File: config.mk
export PLATFORM = sky130hd
export DESIGN_NAME = irq_ctrl
export DESIGN_NICKNAME = d
export VERILOG_FILES = /design/src/rtl/irq_ctrl.sv
export SDC_FILE = /design/constraint.sdc
export NUM_CORES = 1
export LEC_CHECK = 0
export ABC_AREA = 1
export CORE_MARGIN = 3
export CORE_UTILIZATION = 52
export DETAILED_ROUTE_END_ITERATION = 7
export PLACE_DENSITY_LB_ADDON = 0.08
export SYNTH_ARGS = -nofsm -noshare
export SYNTH_HDL_FRONTEND = slang
export SYNTH_SLANG_ARGS = --single-unit
File: constraint.sdc
create_clock -name clock -period 4.5 [get_ports clock]
set_input_delay 1.35 -clock clock [delete_from_list [all_inputs] [get_ports clock]]
set_output_delay 1.35 -clock clock [all_outputs]
set_load 0.02 [all_outputs]
File: src/rtl/irq_ctrl.sv
// -----------------------------------------------------------------------------
// irq_ctrl
// Memory-mapped interrupt controller for the 8-bit CPU core.
//
// Collects up to CHANNELS maskable interrupt lines plus one NMI line. Each
// channel has a mask bit, an edge/level mode bit, a pending bit and an
// in-service (ISR) bit. Priority is fixed (channel 0 highest) and nesting is
// allowed: a pending request only interrupts the core if it outranks every
// channel already in service.
//
// Register map (relative to BASE):
//   +0 PEND  read pending, write 1 to clear edge-mode bits
//   +1 MASK  read/write, 1 = masked
//   +2 MODE  read/write, 1 = edge, 0 = level
//   +3 STAT  read-only {nmi, irq, isr_active, 2'b0, index[2:0]}
//   +4 EOI   write clears highest-priority ISR bit, read returns ISR
//
// Ports:
//   clock     system clock
//   reset_n   asynchronous active-low reset
//   ce        clock enable shared with the core; gates bus accesses and acks
//   address   core bus address
//   wdata     core write data
//   rd, we    core read / write strobes
//   rdata     registered read data
//   irq_line  asynchronous interrupt inputs, active high
//   nmi_line  asynchronous NMI input, rising-edge triggered
//   irq, nmi  requests to the core
//   irq_ack   core takes the IRQ
//   nmi_ack   core takes the NMI
//   vec       vector latched at the last accepted acknowledge
// -----------------------------------------------------------------------------
module irq_ctrl #(
    parameter int          CHANNELS = 8,
    parameter logic [15:0] BASE     = 16'hFF00,
    parameter logic [15:0] VEC_BASE = 16'hFFE0,
    parameter logic [15:0] NMI_VEC  = 16'hFFFA
) (
    input  logic                clock,
    input  logic                reset_n,
    input  logic                ce,
    input  logic [15:0]         address,
    input  logic [7:0]          wdata,
    input  logic                rd,
    input  logic                we,
    output logic [7:0]          rdata,
    input  logic [CHANNELS-1:0] irq_line,
    input  logic                nmi_line,
    output logic                irq,
    output logic                nmi,
    input  logic                irq_ack,
    input  logic                nmi_ack,
    output logic [15:0]         vec
);

    localparam int CW = CHANNELS;

    localparam logic [2:0] OFF_PEND = 3'd0;
    localparam logic [2:0] OFF_MASK = 3'd1;
    localparam logic [2:0] OFF_MODE = 3'd2;
    localparam logic [2:0] OFF_STAT = 3'd3;
    localparam logic [2:0] OFF_EOI  = 3'd4;

    // Synchroniser and edge-detect history
    logic [CW-1:0] line_s1, line_s2, line_d3;
    logic          nmi_s1, nmi_s2, nmi_d3;

    // Architectural state
    logic [CW-1:0] mask_q, mode_q, pend_edge_q, isr_q;
    logic          nmi_q;
    logic [15:0]   vec_q;
    logic [7:0]    rdata_q;

    // Next-state values
    logic [CW-1:0] mask_n, mode_n, pend_edge_n, isr_n;
    logic          nmi_n;
    logic [15:0]   vec_n;
    logic [7:0]    rdata_n;

    // Decode and priority signals
    logic [CW-1:0] pend, req, req_lowest, line_rise, wd;
    logic [2:0]    p_idx, s_idx;
    logic          irq_c, nmi_rise;
    logic [15:0]   offset;
    logic [2:0]    off;
    logic          sel, wr, rdv, irq_take, nmi_take;

    // The synchronisers and the one-clock history run on every clock,
    // independent of ce, so that no input edge is lost while the core stalls.
    // line_d3 doubles as the level-mode pending source, which gives level and
    // edge channels the same three-clock input latency.
    always_ff @(posedge clock or negedge reset_n) begin
        if (!reset_n) begin
            line_s1 <= '0;
            line_s2 <= '0;
            line_d3 <= '0;
            nmi_s1  <= 1'b0;
            nmi_s2  <= 1'b0;
            nmi_d3  <= 1'b0;
        end else begin
            line_s1 <= irq_line;
            line_s2 <= line_s1;
            line_d3 <= line_s2;
            nmi_s1  <= nmi_line;
            nmi_s2  <= nmi_s1;
            nmi_d3  <= nmi_s2;
        end
    end

    // Pending view, request vector and the two priority encoders. Only edge
    // channels hold a latched pending bit; level channels show the live line.
    always_comb begin
        line_rise  = line_s2 & ~line_d3;
        nmi_rise   = nmi_s2 & ~nmi_d3;
        pend       = (pend_edge_q & mode_q) | (line_d3 & ~mode_q);
        req        = pend & ~mask_q;
        // Isolates the lowest set bit, i.e. the winning channel as a one-hot
        req_lowest = req & ((~req) + CW'(1));
        p_idx      = 3'd7;
        s_idx      = 3'd7;
        for (int i = CW - 1; i >= 0; i--) begin
            if (req[i]) begin
                p_idx = 3'(i);
            end
            if (isr_q[i]) begin
                s_idx = 3'(i);
            end
        end
        irq_c = (|req) && ((isr_q == '0) || (p_idx < s_idx));
    end

    // Bus decode and acknowledge qualification. An accepted NMI ack blocks an
    // IRQ ack in the same cycle so the IRQ stays pending for the core.
    always_comb begin
        offset   = address - BASE;
        off      = offset[2:0];
        sel      = (address >= BASE) && (offset < 16'd5);
        wr       = ce && we && sel;
        rdv      = ce && rd && sel;
        wd       = wdata[CW-1:0];
        nmi_take = ce && nmi_ack && nmi_q;
        irq_take = ce && irq_ack && irq_c && !nmi_take;
    end

    // Next-state logic. Ordering inside this block encodes the collision
    // rules: the EOI clear happens before the ack sets its ISR bit, and an
    // incoming edge is applied after any write-clear or ack-clear so set wins.
    always_comb begin
        mask_n      = mask_q;
        mode_n      = mode_q;
        pend_edge_n = pend_edge_q;
        isr_n       = isr_q;
        nmi_n       = nmi_q;
        vec_n       = vec_q;
        rdata_n     = rdata_q;

        if (wr && off == OFF_MASK) begin
            mask_n = wd;
        end
        if (wr && off == OFF_MODE) begin
            mode_n = wd;
        end
        if (wr && off == OFF_PEND) begin
            pend_edge_n = pend_edge_n & ~wd;
        end
        if (wr && off == OFF_EOI) begin
            // Clears the lowest set bit, which is the highest-priority one
            isr_n = isr_q & (isr_q - CW'(1));
        end

        if (irq_take) begin
            pend_edge_n = pend_edge_n & ~req_lowest;
            isr_n       = isr_n | req_lowest;
            vec_n       = VEC_BASE + {12'd0, p_idx, 1'b0};
        end
        if (nmi_take) begin
            nmi_n = 1'b0;
            vec_n = NMI_VEC;
        end
        if (nmi_rise) begin
            nmi_n = 1'b1;
        end

        pend_edge_n = pend_edge_n | (line_rise & mode_q);
        // A channel now in level mode keeps no latched edge
        pend_edge_n = pend_edge_n & mode_n;

        if (rdv) begin
            rdata_n = '0;
            case (off)
                OFF_PEND: rdata_n[CW-1:0] = pend;
                OFF_MASK: rdata_n[CW-1:0] = mask_q;
                OFF_MODE: rdata_n[CW-1:0] = mode_q;
                OFF_STAT: rdata_n = {nmi_q, irq_c, |isr_q, 2'b00, p_idx};
                default:  rdata_n[CW-1:0] = isr_q;
            endcase
        end
    end

    // Architectural state register
    always_ff @(posedge clock or negedge reset_n) begin
        if (!reset_n) begin
            mask_q      <= '1;
            mode_q      <= '1;
            pend_edge_q <= '0;
            isr_q       <= '0;
            nmi_q       <= 1'b0;
            vec_q       <= VEC_BASE;
            rdata_q     <= 8'h00;
        end else begin
            mask_q      <= mask_n;
            mode_q      <= mode_n;
            pend_edge_q <= pend_edge_n;
            isr_q       <= isr_n;
            nmi_q       <= nmi_n;
            vec_q       <= vec_n;
            rdata_q     <= rdata_n;
        end
    end

    assign irq   = irq_c;
    assign nmi   = nmi_q;
    assign vec   = vec_q;
    assign rdata = rdata_q;

endmodule

Word-level counts from Yosys, hierarchy flattened
Index checks and enable logic that the tools add are counted.
{ "word_totals": {"reg_bits": 84, "latchBits": 0, "ram_bits": 0, "mem_bits_ro": 0, "inputBits": 40, "out_inout_bits": 26, "word_cells": 92, "mem_count": 0} }
{ "op_classes": {"n_addsub": 4, "mul": 0, "div_mod_pow": 0, "order_cmp": 3, "n_eq_ne": 4, "n_shift": 0, "mux": 24, "bitwise_logic": 21, "reduce_logical": 23} }
{ "op_table": {"columns": ["op", "n"], "rows": [
  ["$and 8x8->8", 10],
  ["$not 8->8", 6],
  ["$mux 8", 5],
  ["$mux 3", 12],
  ["$mux 16", 2],
  ["$pmux 8 s4", 1],
  ["$or 8x8->8", 3],
  ["$ge 16x16->1 const B", 1],
  ["$lt 16x3->1 const B", 1],
  ["$reduce_or 8->1", 2],
  ["$sub 16x16->16 const B", 1],
  ["$logic_and 1x1->1", 15],
  ["$add 8x1->8 const B", 1],
  ["$logic_not 8->1", 1],
  ["$sub 8x1->8 const B", 1],
  ["$add 6x5->7 const A", 1],
  ["$eq 3x2->1 const B", 2],
  ["$mux 1", 4],
  ["$reduce_bool 2->1", 2],
  ["$eq 3x1->1 const B", 1],
  ["$eq 3x3->1 const B", 1],
  ["$logic_not 3->1", 1],
  ["$lt 3x3->1", 1],
  ["$and 1x1->1", 1],
  ["other kinds (3)", 3]
]} }

Longest topological paths before layout
Gate-level depths: netlist (run 1).
{ "depth": {"depth_word": 19, "mapped_depth": 17, "mapped_depth_nobuf": 17} }

Least setup slack after synthesis (run 1)
No wires, ideal clock.
{ "synth_timing": {"path_type": "reg2out", "startpoint": "register mode_q[1]", "endpoint": "output irq", "arrival_time_ns": 1.732, "path_slack_ns": 1.418, "path_stages_with_launch": 12, "path_buffers": 0, "path_cell_list": "dfstp_2 > nand2_1 > o21ai_1 > nand2_1 > nand2_1 > nor2_2 > ha_1 > inv_1 > o21bai_1 > inv_1 > nand2_2 > a21boi_2"} }
{ "synth_between": {"elab_chain_cells": 9, "word_cells_on_any_way": 11, "cone_classes": "order compare (1); mux (2); bitwise (5); reduce/logical (3)"} }
{ "synth_lines": {"columns": ["item", "line_no", "text"], "rows": [
  ["start: declaration", "69", "logic [CW-1:0] mask_q, mode_q, pend_edge_q, isr_q;"],
  ["start signal: assignment", "212", "mode_q <= mode_n;"],
  ["$not 8->8", "115", "pend = (pend_edge_q & mode_q) | (line_d3 & ~mode_q);"],
  ["$and 8x8->8", "115", null],
  ["$or 8x8->8 (*)", "115", null],
  ["$and 8x8->8 (*)", "116", "req = pend & ~mask_q;"],
  ["$mux 3 (2 in a row)", "122", "if (req[i]) begin"],
  ["$lt 3x3->1", "129", "irq_c = (|req) && ((isr_q == '0) || (p_idx < s_idx));"],
  ["$logic_or 1x1->1", "129", null],
  ["$logic_and 1x1->1 (*)", "129", null],
  ["end: declaration", "49", "output logic irq,"]
]} }
Mark *: on every way between the ends. The rest lies on a longest branch, timed or not.

Final worst setup path (run 1)
{ "layout_timing": {"startpoint": "register mode_q[2]", "endpoint": "output irq"} }
{ "layout_between": {"elab_chain_cells": 10, "word_cells_on_any_way": 12, "cone_classes": "order compare (1); mux (3); bitwise (5); reduce/logical (3)"} }
{ "layout_lines": {"columns": ["item", "line_no"], "rows": [
  ["$not 8->8", "115"],
  ["$and 8x8->8", "115"],
  ["$or 8x8->8 (*)", "115"],
  ["$and 8x8->8 (*)", "116"],
  ["$mux 3 (3 in a row)", "122"],
  ["$lt 3x3->1", "129"],
  ["$logic_or 1x1->1", "129"],
  ["$logic_and 1x1->1 (*)", "129"]
]} }
Marked as above.

==> impl_metrics.env, run 1 <==
export IMPL_core_area_mm2=0.006832
export IMPL_cts_root_buf="clkbuf_8"
export IMPL_clockBufferDepth=2
export IMPL_ys_seq_elements=72
export IMPL_layout_setup_ws_ns=0.3078
export IMPL_synth_edf_count=0
export IMPL_boundaryPins=66
export IMPL_grt_pass1_vias=2969
export IMPL_clkTransAtPathRegs_ns=0.08
export IMPL_grt_first_pass_wirelength_um=14150
export IMPL_dp_cells=567
export IMPL_n_antenna_cell=0
export IMPL_rsz0062_at_grt="false"
export IMPL_stdcell_count=583
export IMPL_die_w_um=90.10
export IMPL_drc=0
export IMPL_place_area_mm2=0.004253
export IMPL_holdCritPathClass="register to register"
export IMPL_antenna_left=0
export IMPL_ff2ff_setup_slack_ns=1.95
export IMPL_syn2layout_area_growth_pct=20.31
export IMPL_ys_seq_area_share_pct=49.54
export IMPL_required_ns=3.15
export IMPL_synth_top_area_share_pct=38.11
export IMPL_drtPass1Iterations=5
export IMPL_die_height_um=90.10
export IMPL_post_cts_resized=0
export IMPL_period_minus_slack_ns=4.192
export IMPL_hold_depth=0
export IMPL_tightest_slew_ns=0.8789
export IMPL_max_stage_delay_ns=0.63
export IMPL_ir_worst_vdd_v=0.0002088
export IMPL_p_leak_nw=2.069
export IMPL_post_cts_buffers=0
export IMPL_arrival_ns=2.84
export IMPL_crit_slowest_cell="clkdlybuf4s50_1"
export IMPL_cp_cell_sequence="nand2_1 -> nand3_2 -> nand2_1 -> nor2_2 -> ha_1 -> inv_1 -> o21bai_1 -> inv_1 -> nand2_2 -> a21boi_2 -> clkdlybuf4s50_1"
export IMPL_slew_headroom_pct=41.41
export IMPL_reg2reg_to="pend_edge_q[1]"
export IMPL_fmax_mhz=238.5
export IMPL_final_core_util_pct=64.76
export IMPL_hold_slack_ns=0.3484
export IMPL_routed_wl_um=8255
export IMPL_finalMaxSlewViolations=0
export IMPL_num_rows=30
export IMPL_setup_viol=0
export IMPL_finalWeightedCongestion=0.9485
export IMPL_cp_buffers_inverters=3
export IMPL_finalHoldViolCount=0
export IMPL_start_kind="register"
export IMPL_grt_use_total_pct=21.82
export IMPL_syn_area_mm2=0.003677
export IMPL_synth_largest_area_cell="dfrtp_1"
export IMPL_netlist_instances=422
export IMPL_yosysWarnings=0
export IMPL_critPathCaptureType="output pin"
export IMPL_antenna_found_initial=0
export IMPL_hold_end="line_s2[1]"
export IMPL_tns_ns=0
export IMPL_clock_sinks=72
export IMPL_dp_hpwl_um=6049
export IMPL_min_period_over_period_pct=93.16
export IMPL_wl_per_cell_um=14.16
export IMPL_totalPowerFinal_mw=1.224
export IMPL_path_max_fanout=4
export IMPL_clkLatencyLatePin_ns=0.35
export IMPL_io_buffers=53
export IMPL_reg2reg_from="mode_q[2]"
export IMPL_fin_area_mm2=0.004424
export IMPL_die_area_mm2=0.008117
export IMPL_initial_utilization_pct=53.83
export IMPL_cts_buffers=9
export IMPL_nets=523
export IMPL_grt_max_degree=73
export IMPL_max_cap_viol_count=0
export IMPL_path_delay_family="buffers and inverters"
export IMPL_ys_top_cells_by_area="dfrtp_1 (38%), dfstp_2 (11%), nand2_1 (7.7%), inv_1 (6.4%), o21ai_0 (4.4%)"
export IMPL_reg2regPathDepth=13
export IMPL_drive_gt1_share_pct=19.71
export IMPL_via_per_inst=5.031
export IMPL_synth_most_common_cell="nand2_1"
export IMPL_drt_initial_drc_count=172
export IMPL_outcome="finished, final reports clean"
export IMPL_vias=2933
export IMPL_synth_common_cells="nand2_1 (75), inv_1 (63), dfrtp_1 (56)"
export IMPL_worstSetupPathType="register to output pin"
export IMPL_hold_buffers=0
export IMPL_async_flop_share_pct=100.0
export IMPL_post_place_ws_ns=0.7014
export IMPL_cts_tree="yes"
export IMPL_h_tree_depth=3
export IMPL_p_per_area_mw_per_mm2=276.6
export IMPL_syn_area_per_cell_um2=8.714
export IMPL_grt_overflow=0
export IMPL_hold_path_startpoint="line_s1[1]"
export IMPL_ys_flop_type="dfrtp_1"
export IMPL_yosysUniqueCellTypes=43
export IMPL_fin_skew_ns=0.008880
## sequential cells by signal (all words and copies together) (netlist names)
| name | flops |
|---|---|
| nmi_d3 | 1 |
| line_d3 | 8 |
| vec | 4 |
| rdata | 8 |
| mask_q | 8 |
| line_s2 | 8 |
| isr_q | 8 |
| pend_edge_q | 8 |
| nmi_s1 | 1 |
| nmi_s2 | 1 |
| mode_q | 8 |
| line_s1 | 8 |
| nmi | 1 |
## cell type report
| class | count | area, um^2 |
|---|---|---|
| clock inverter | 7 | 47.55 |
| inverter | 77 | 289.0 |
| tap | 96 | 120.1 |
| timing repair buffer | 56 | 550.5 |
| multi-input combinational | 266 | 1471 |
| sequential | 72 | 1822 |
| fill | 600 | 2407 |
| clock buffer | 9 | 123.9 |
## worst max path at each step
stage           to  slack, ns      start  cells past startpoint
3_5_place_dp   irq       0.70  mode_q[2]                     11
5_1_grt        irq       0.16  mode_q[2]                     11
4_1_cts        irq       0.30  mode_q[2]                     11
3_3_place_gp   irq       0.74  mode_q[1]                     11
6_report       irq       0.31  mode_q[2]                     11
2_1_floorplan  irq       1.42  mode_q[1]                     11
## where the power goes
part	switching [mW]	internal, mW
logic	0.0608	0.0447
clock network	0.251	0.199
registers	0.00630	0.661
total	0.318	0.905
## placed cells by master, fill, tap and decap left out, types with 10 or more instances in the layout
cell type        instances
dfrtp_1                 56
o21ai_0                 32
nand2_1                 75
a21oi_1                 11
nand3_1                 15
inv_2                   14
clkdlybuf4s50_1         52
inv_1                   63
conb_1                  12
nor2_1                  27
dfstp_2                 16
nand2_2                 12
o21ai_2                 10
## logic make-up after synthesis
logic type               after synthesis  synth area share [%]
multiplexers                           1                0.2722
adder cells (fa/ha/maj)                1                0.3402
AND/OR/NAND/NOR                      155                 20.82
flip-flops                            72                 49.54
AO/OA/AOI/OAI                         97                 17.35
buffers and inverters                 94                 11.47
other                                  2                0.2042
## routing by layer
metal | GRT usage, % | share of wire (%)
met2 | 34.41 | 46
met1 | 28.27 | 45
met4 | 9.566 | 2.6
met3 | 5.858 | 6.5
met5 | 0 | 0
Note: power is estimated with default switching activity, not from simulation.
==> run 2: changes to the inputs <==
--- a/config.mk
+++ b/config.mk
@@ -9,6 +9,7 @@
 export CORE_MARGIN = 3
 export CORE_UTILIZATION = 52
 export DETAILED_ROUTE_END_ITERATION = 7
+export GPL_ROUTABILITY_DRIVEN = 0
 export PLACE_DENSITY_LB_ADDON = 0.08
 export SYNTH_ARGS = -nofsm -noshare
 export SYNTH_HDL_FRONTEND = slang
==> run 2 against run 1 <==
  * Fmax is 1.1% higher
  * Worst hold slack worse by 0.0020 ns
  * Register-to-register slack better by 0.06 ns
  * Largest power group unchanged
  * Critical path type unchanged
  * Global-route usage is 0.78 points lower
  * Clock power is 16% higher
  * Highest routed layer unchanged
==> impl_metrics.env, run 2 (same netlist as run 1, synthesis figures left out) <==
export IMPL_io_buffers=53
export IMPL_p_leak_nw=2.089
export IMPL_post_cts_resized=0
export IMPL_antenna_found_initial=0
export IMPL_cts_tree="yes"
export IMPL_grt_use_total_pct=21.03
export IMPL_wl_met3_um=590
export IMPL_syn2layout_area_growth_pct=21.47
export IMPL_grt_first_pass_wirelength_um=13810
export IMPL_worstSetupPathType="register to output pin"
export IMPL_grt_pass1_vias=2872
export IMPL_antenna_left=0
export IMPL_clockBufferDepth=2
export IMPL_n_antenna_cell=0
export IMPL_drt_met1_wl_um=3568
export IMPL_holdCritPathClass="register to register"
export IMPL_drive_gt1_share_pct=19.88
export IMPL_min_period_over_period_pct=92.12
export IMPL_finalMaxSlewViolations=0
export IMPL_drtPass1Iterations=4
export IMPL_num_rows=30
export IMPL_slew_headroom_pct=41.66
export IMPL_dp_hpwl_um=5966
export IMPL_grt_max_degree=73
export IMPL_core_area_mm2=0.006832
export IMPL_max_cap_viol_count=0
export IMPL_cts_root_buf="clkbuf_8"
export IMPL_dr_max_layer_used="met4"
export IMPL_path_max_fanout=4
export IMPL_die_w_um=90.10
export IMPL_fin_skew_ns=0.007744
export IMPL_boundaryPins=66
export IMPL_vias=2961
export IMPL_layout_commonest_cell="nand2_1"
export IMPL_clkTransAtPathRegs_ns=0.08
export IMPL_routed_wl_um=8039
export IMPL_h_tree_depth=3
export IMPL_rsz0062_at_grt="false"
export IMPL_nets=524
export IMPL_hold_slack_ns=0.3465
export IMPL_wl_per_cell_um=13.77
export IMPL_via_per_inst=5.070
export IMPL_tns_ns=0
export IMPL_final_cell_mix="nand2_1 (75), inv_1 (63), dfrtp_1 (56), clkdlybuf4s50_1 (52), o21ai_0 (32)"
export IMPL_grt_overflow=0
export IMPL_post_cts_buffers=0
export IMPL_stdcell_count=584
export IMPL_cts_buffers=9
export IMPL_start_kind="register"
export IMPL_clkLatencyLatePin_ns=0.34
export IMPL_ir_worst_vdd_v=0.0002177
export IMPL_finalHoldViolCount=0
export IMPL_routed_wl_met2_um=3754
export IMPL_arrival_ns=2.80
export IMPL_p_per_area_mw_per_mm2=290.0
export IMPL_fmax_mhz=241.2
export IMPL_dp_cells=568
export IMPL_initial_utilization_pct=53.83
export IMPL_hold_buffers=0
export IMPL_drt_initial_drc_count=235
export IMPL_period_minus_slack_ns=4.145
export IMPL_critPathCaptureType="output pin"
export IMPL_outcome="finished, final reports clean"
export IMPL_die_height_um=90.10
export IMPL_required_ns=3.15
export IMPL_setup_viol=0
export IMPL_drc=0
export IMPL_clock_sinks=72
export IMPL_die_area_mm2=0.008117
export IMPL_tightest_slew_ns=0.8752
-- run 2: metrics by stage --
stage	setup WS (ns)	utilization [%]	area, um^2	power, mW
after floorplan	1.418	-	3715	0.7254
after global placement	0.8029	62.36	4260	0.7840
after detailed placement	0.7489	62.36	4260	0.7850
after CTS	0.3551	65.38	4467	1.309
after global routing	0.2221	65.38	4467	1.350
final	0.3546	65.38	4467	1.295
-- run 2: final cells by class --
cell class	count	area, um^2
sequential	72	1822
tap	96	120.1
fill	618	2365
multi-input combinational	266	1471
clock inverter	5	55.05
timing repair buffer	57	558.0
inverter	77	289.0
clock buffer	11	151.4
-- run 2: metal layers --
layer  global-route usage [%]  vias to the layer above
met5                        0                        -
li1                         -                     1471
met3                    5.188                        9
met1                    28.36                     1385
met4                    7.908                        0
met2                    32.92                       96
-- run 2: power breakdown --
part | switching (mW) | internal (mW)
Combinational | 0.0599 | 0.0452
Clock | 0.239 | 0.284
Sequential | 0.00616 | 0.661
Total | 0.305 | 0.991
-- run 2: final timing paths --
check,start,endpoint,cells past startpoint,slack (ns)
hold reg to reg,line_s1[3],line_s2[3],0,0.35
min in group asynchronous,reset_n,rdata[2],1,1.12
hold / removal,line_s1[3],line_s2[3],0,0.35
setup reg to reg,mode_q[1],pend_edge_q[2],13,2.01
max in group asynchronous,reset_n,vec[1],1,2.81
setup / recovery,mode_q[1],irq,11,0.35
-- run 2: critical path, cell delays in order, from the launching register on --
cell             delay (ns)
dfstp_2                0.55
o21ai_1                0.10
nand2_1                0.11
nand2_1                0.11
nor2_2                 0.21
ha_1                   0.27
inv_1                  0.08
o21bai_1               0.07
inv_1                  0.07
nand2_2                0.07
a21boi_2               0.18
clkdlybuf4s50_1        0.63
==> run 3: changes to the inputs <==
--- a/config.mk
+++ b/config.mk
@@ -9,6 +9,7 @@
 export CORE_MARGIN = 3
 export CORE_UTILIZATION = 52
 export DETAILED_ROUTE_END_ITERATION = 7
+export DONT_BUFFER_PORTS = 1
 export GPL_ROUTABILITY_DRIVEN = 0
 export PLACE_DENSITY_LB_ADDON = 0.08
 export SYNTH_ARGS = -nofsm -noshare
==> run 3 against run 2 <==
  * Sequential cell count is the same
  * First-iteration DRC count down 40%
  * Sequential power hardly changed
  * Final cell count is 9.6% lower
  * Setup slack gained 0.50 ns
  * Fmax increased by 14%
  * Sequential share of layout area grew 6.0 points
  * Wire length fell by 1.4%
  * Die area is the same
  * Via count decreased by 7.3%
  * Highest routed layer unchanged
==> impl_metrics.env, run 3 (same netlist as run 1, synthesis figures left out) <==
export IMPL_finalMaxSlewViolations=0
export IMPL_outcome="finished, final reports clean"
export IMPL_drt_initial_drc_count=141
export IMPL_die_height_um=90.10
export IMPL_max_cap_viol_count=0
export IMPL_grt_use_total_pct=20.80
export IMPL_syn2layout_area_growth_pct=5.784
export IMPL_drive_gt1_share_pct=21.53
export IMPL_totalPowerFinal_mw=1.181
export IMPL_fin_skew_ns=0.009639
export IMPL_p_int_uw=890.9
export IMPL_drc=0
export IMPL_wl_per_cell_um=15.02
export IMPL_ir_worst_vdd_v=0.0002203
export IMPL_grt_max_degree=73
export IMPL_via_per_inst=5.197
export IMPL_path_max_fanout=4
export IMPL_cp_buffers_inverters=2
export IMPL_grt_use_met3_pct=4.268
export IMPL_grt_pass1_vias=2774
export IMPL_path_delay_family="simple AND/OR/NAND/NOR gates"
export IMPL_cp_cell_sequence="nand2_1 -> nand3_2 -> nand2_1 -> nor2_2 -> ha_1 -> inv_1 -> o21bai_1 -> inv_1 -> nand2_2 -> a21boi_2"
export IMPL_num_rows=30
export IMPL_finalHoldViolCount=0
export IMPL_num_fill_cells=652
export IMPL_rsz0062_at_grt="false"
export IMPL_drtPass1Iterations=4
export IMPL_grt_util_met2_pct=31.43
export IMPL_antenna_left=0
export IMPL_layout_commonest_cell="nand2_1"
export IMPL_max_stage_delay_ns=0.57
export IMPL_p_comb_share_pct=3.9
export IMPL_initial_utilization_pct=53.83
export IMPL_io_buffers=0
export IMPL_cts_root_buf="clkbuf_8"
export IMPL_grtUsageMet1_pct=28.97
export IMPL_n_antenna_cell=0
export IMPL_clkLatencyLatePin_ns=0.34
export IMPL_die_w_um=90.10
export IMPL_boundaryPins=66
export IMPL_vias=2744
export IMPL_cts_tree="yes"
export IMPL_final_cell_mix="nand2_1 (75), inv_1 (63), dfrtp_1 (56), o21ai_0 (32), nor2_1 (27)"
export IMPL_post_cts_buffers=0
export IMPL_slew_headroom_pct=50.09
export IMPL_post_cts_resized=0
export IMPL_power_frac_seq_pct=56.7
export IMPL_tns_ns=0
export IMPL_h_tree_depth=3
export IMPL_hold_buffers=0
export IMPL_worstSetupPathType="register to output pin"
export IMPL_crit_slowest_cell="dfstp_2"
export IMPL_p_clk_share_pct=39.4
export IMPL_fmax_mhz=274.1
export IMPL_tightest_slew_ns=0.7429
export IMPL_grt_overflow=0
export IMPL_p_per_area_mw_per_mm2=303.6
export IMPL_min_period_over_period_pct=81.08
export IMPL_nets=468
export IMPL_period_minus_slack_ns=3.648
export IMPL_swShare_pct=24.55
export IMPL_grt_first_pass_wirelength_um=13560
export IMPL_core_area_mm2=0.006832
export IMPL_antenna_found_initial=0
export IMPL_switchingPower_uw=289.9
export IMPL_die_area_mm2=0.008117
export IMPL_final_core_util_pct=56.94
export IMPL_cts_buffers=9
export IMPL_start_kind="register"
export IMPL_holdCritPathClass="register to register"
export IMPL_p_leak_nw=1.858
export IMPL_clockBufferDepth=2
export IMPL_required_ns=3.15
export IMPL_setup_viol=0
export IMPL_clkTransAtPathRegs_ns=0.08
export IMPL_busiest_layer="met2"
export IMPL_arrival_ns=2.30
export IMPL_routed_wl_um=7929
export IMPL_clock_sinks=72
export IMPL_critPathCaptureType="output pin"
export IMPL_dp_hpwl_um=5784
[run 3: cell types whose count changed in the layout (fill, tap and decap cells not counted), sizes merged]
cell / change
clkbuf: -1
clkdlybuf4s50: -52
bufinv: -1
buf: -4
inv: +2
[run 3: through the flow]
stage               setup slack (ns)  instances  cell area [um^2]  hold WS, ns
floorplan                      1.418        432              3715       0.3312
global placement               1.297        512              3710       0.3322
detailed placement             1.231        512              3710       0.3347
CTS                           0.8484        528              3890       0.3534
global route                  0.6927        528              3890       0.3612
finish                        0.8515        528              3890       0.3504
[run 3: layout make-up]
class                   count  area [um^2]  area share, %
clock buffers              10        137.6          3.538
clock inverters             6        42.54          1.094
inverters                  77        289.0          7.430
multi-input cells         266         1471          37.83
flip-flops and latches     72         1822          46.83
well taps                  96        120.1          3.088
repair buffers              1        7.507         0.1930
[run 3: path summary, 6_finish.rpt]
kind,start,to,slack (ns),cells after the start
min in group asynchronous,reset_n,line_d3[2],0.70,0
hold reg to reg,line_s1[2],line_s2[2],0.35,0
hold / removal,line_s1[2],line_s2[2],0.35,0
setup reg to reg,mode_q[3],pend_edge_q[6],2.01,13
max in group asynchronous,reset_n,mask_q[5],3.60,0
setup / recovery,mode_q[3],irq,0.85,10
[run 3: routing by layer]
metal / wire length, um / vias to the layer above
met2: 3583 / 91
met5: 0 / -
met3: 508 / 12
met1: 3680 / 1287
met4: 157 / 0
li1: - / 1354
[run 3: power groups by stage]
stage | clock [mW] | combinational [mW] | sequential (mW)
finish | 0.466 | 0.0456 | 0.670
global route | 0.511 | 0.0511 | 0.671
CTS | 0.485 | 0.0456 | 0.670
detailed placement | 0 | 0.0455 | 0.682
global placement | 0 | 0.0448 | 0.682
floorplan | 0 | 0.0459 | 0.680
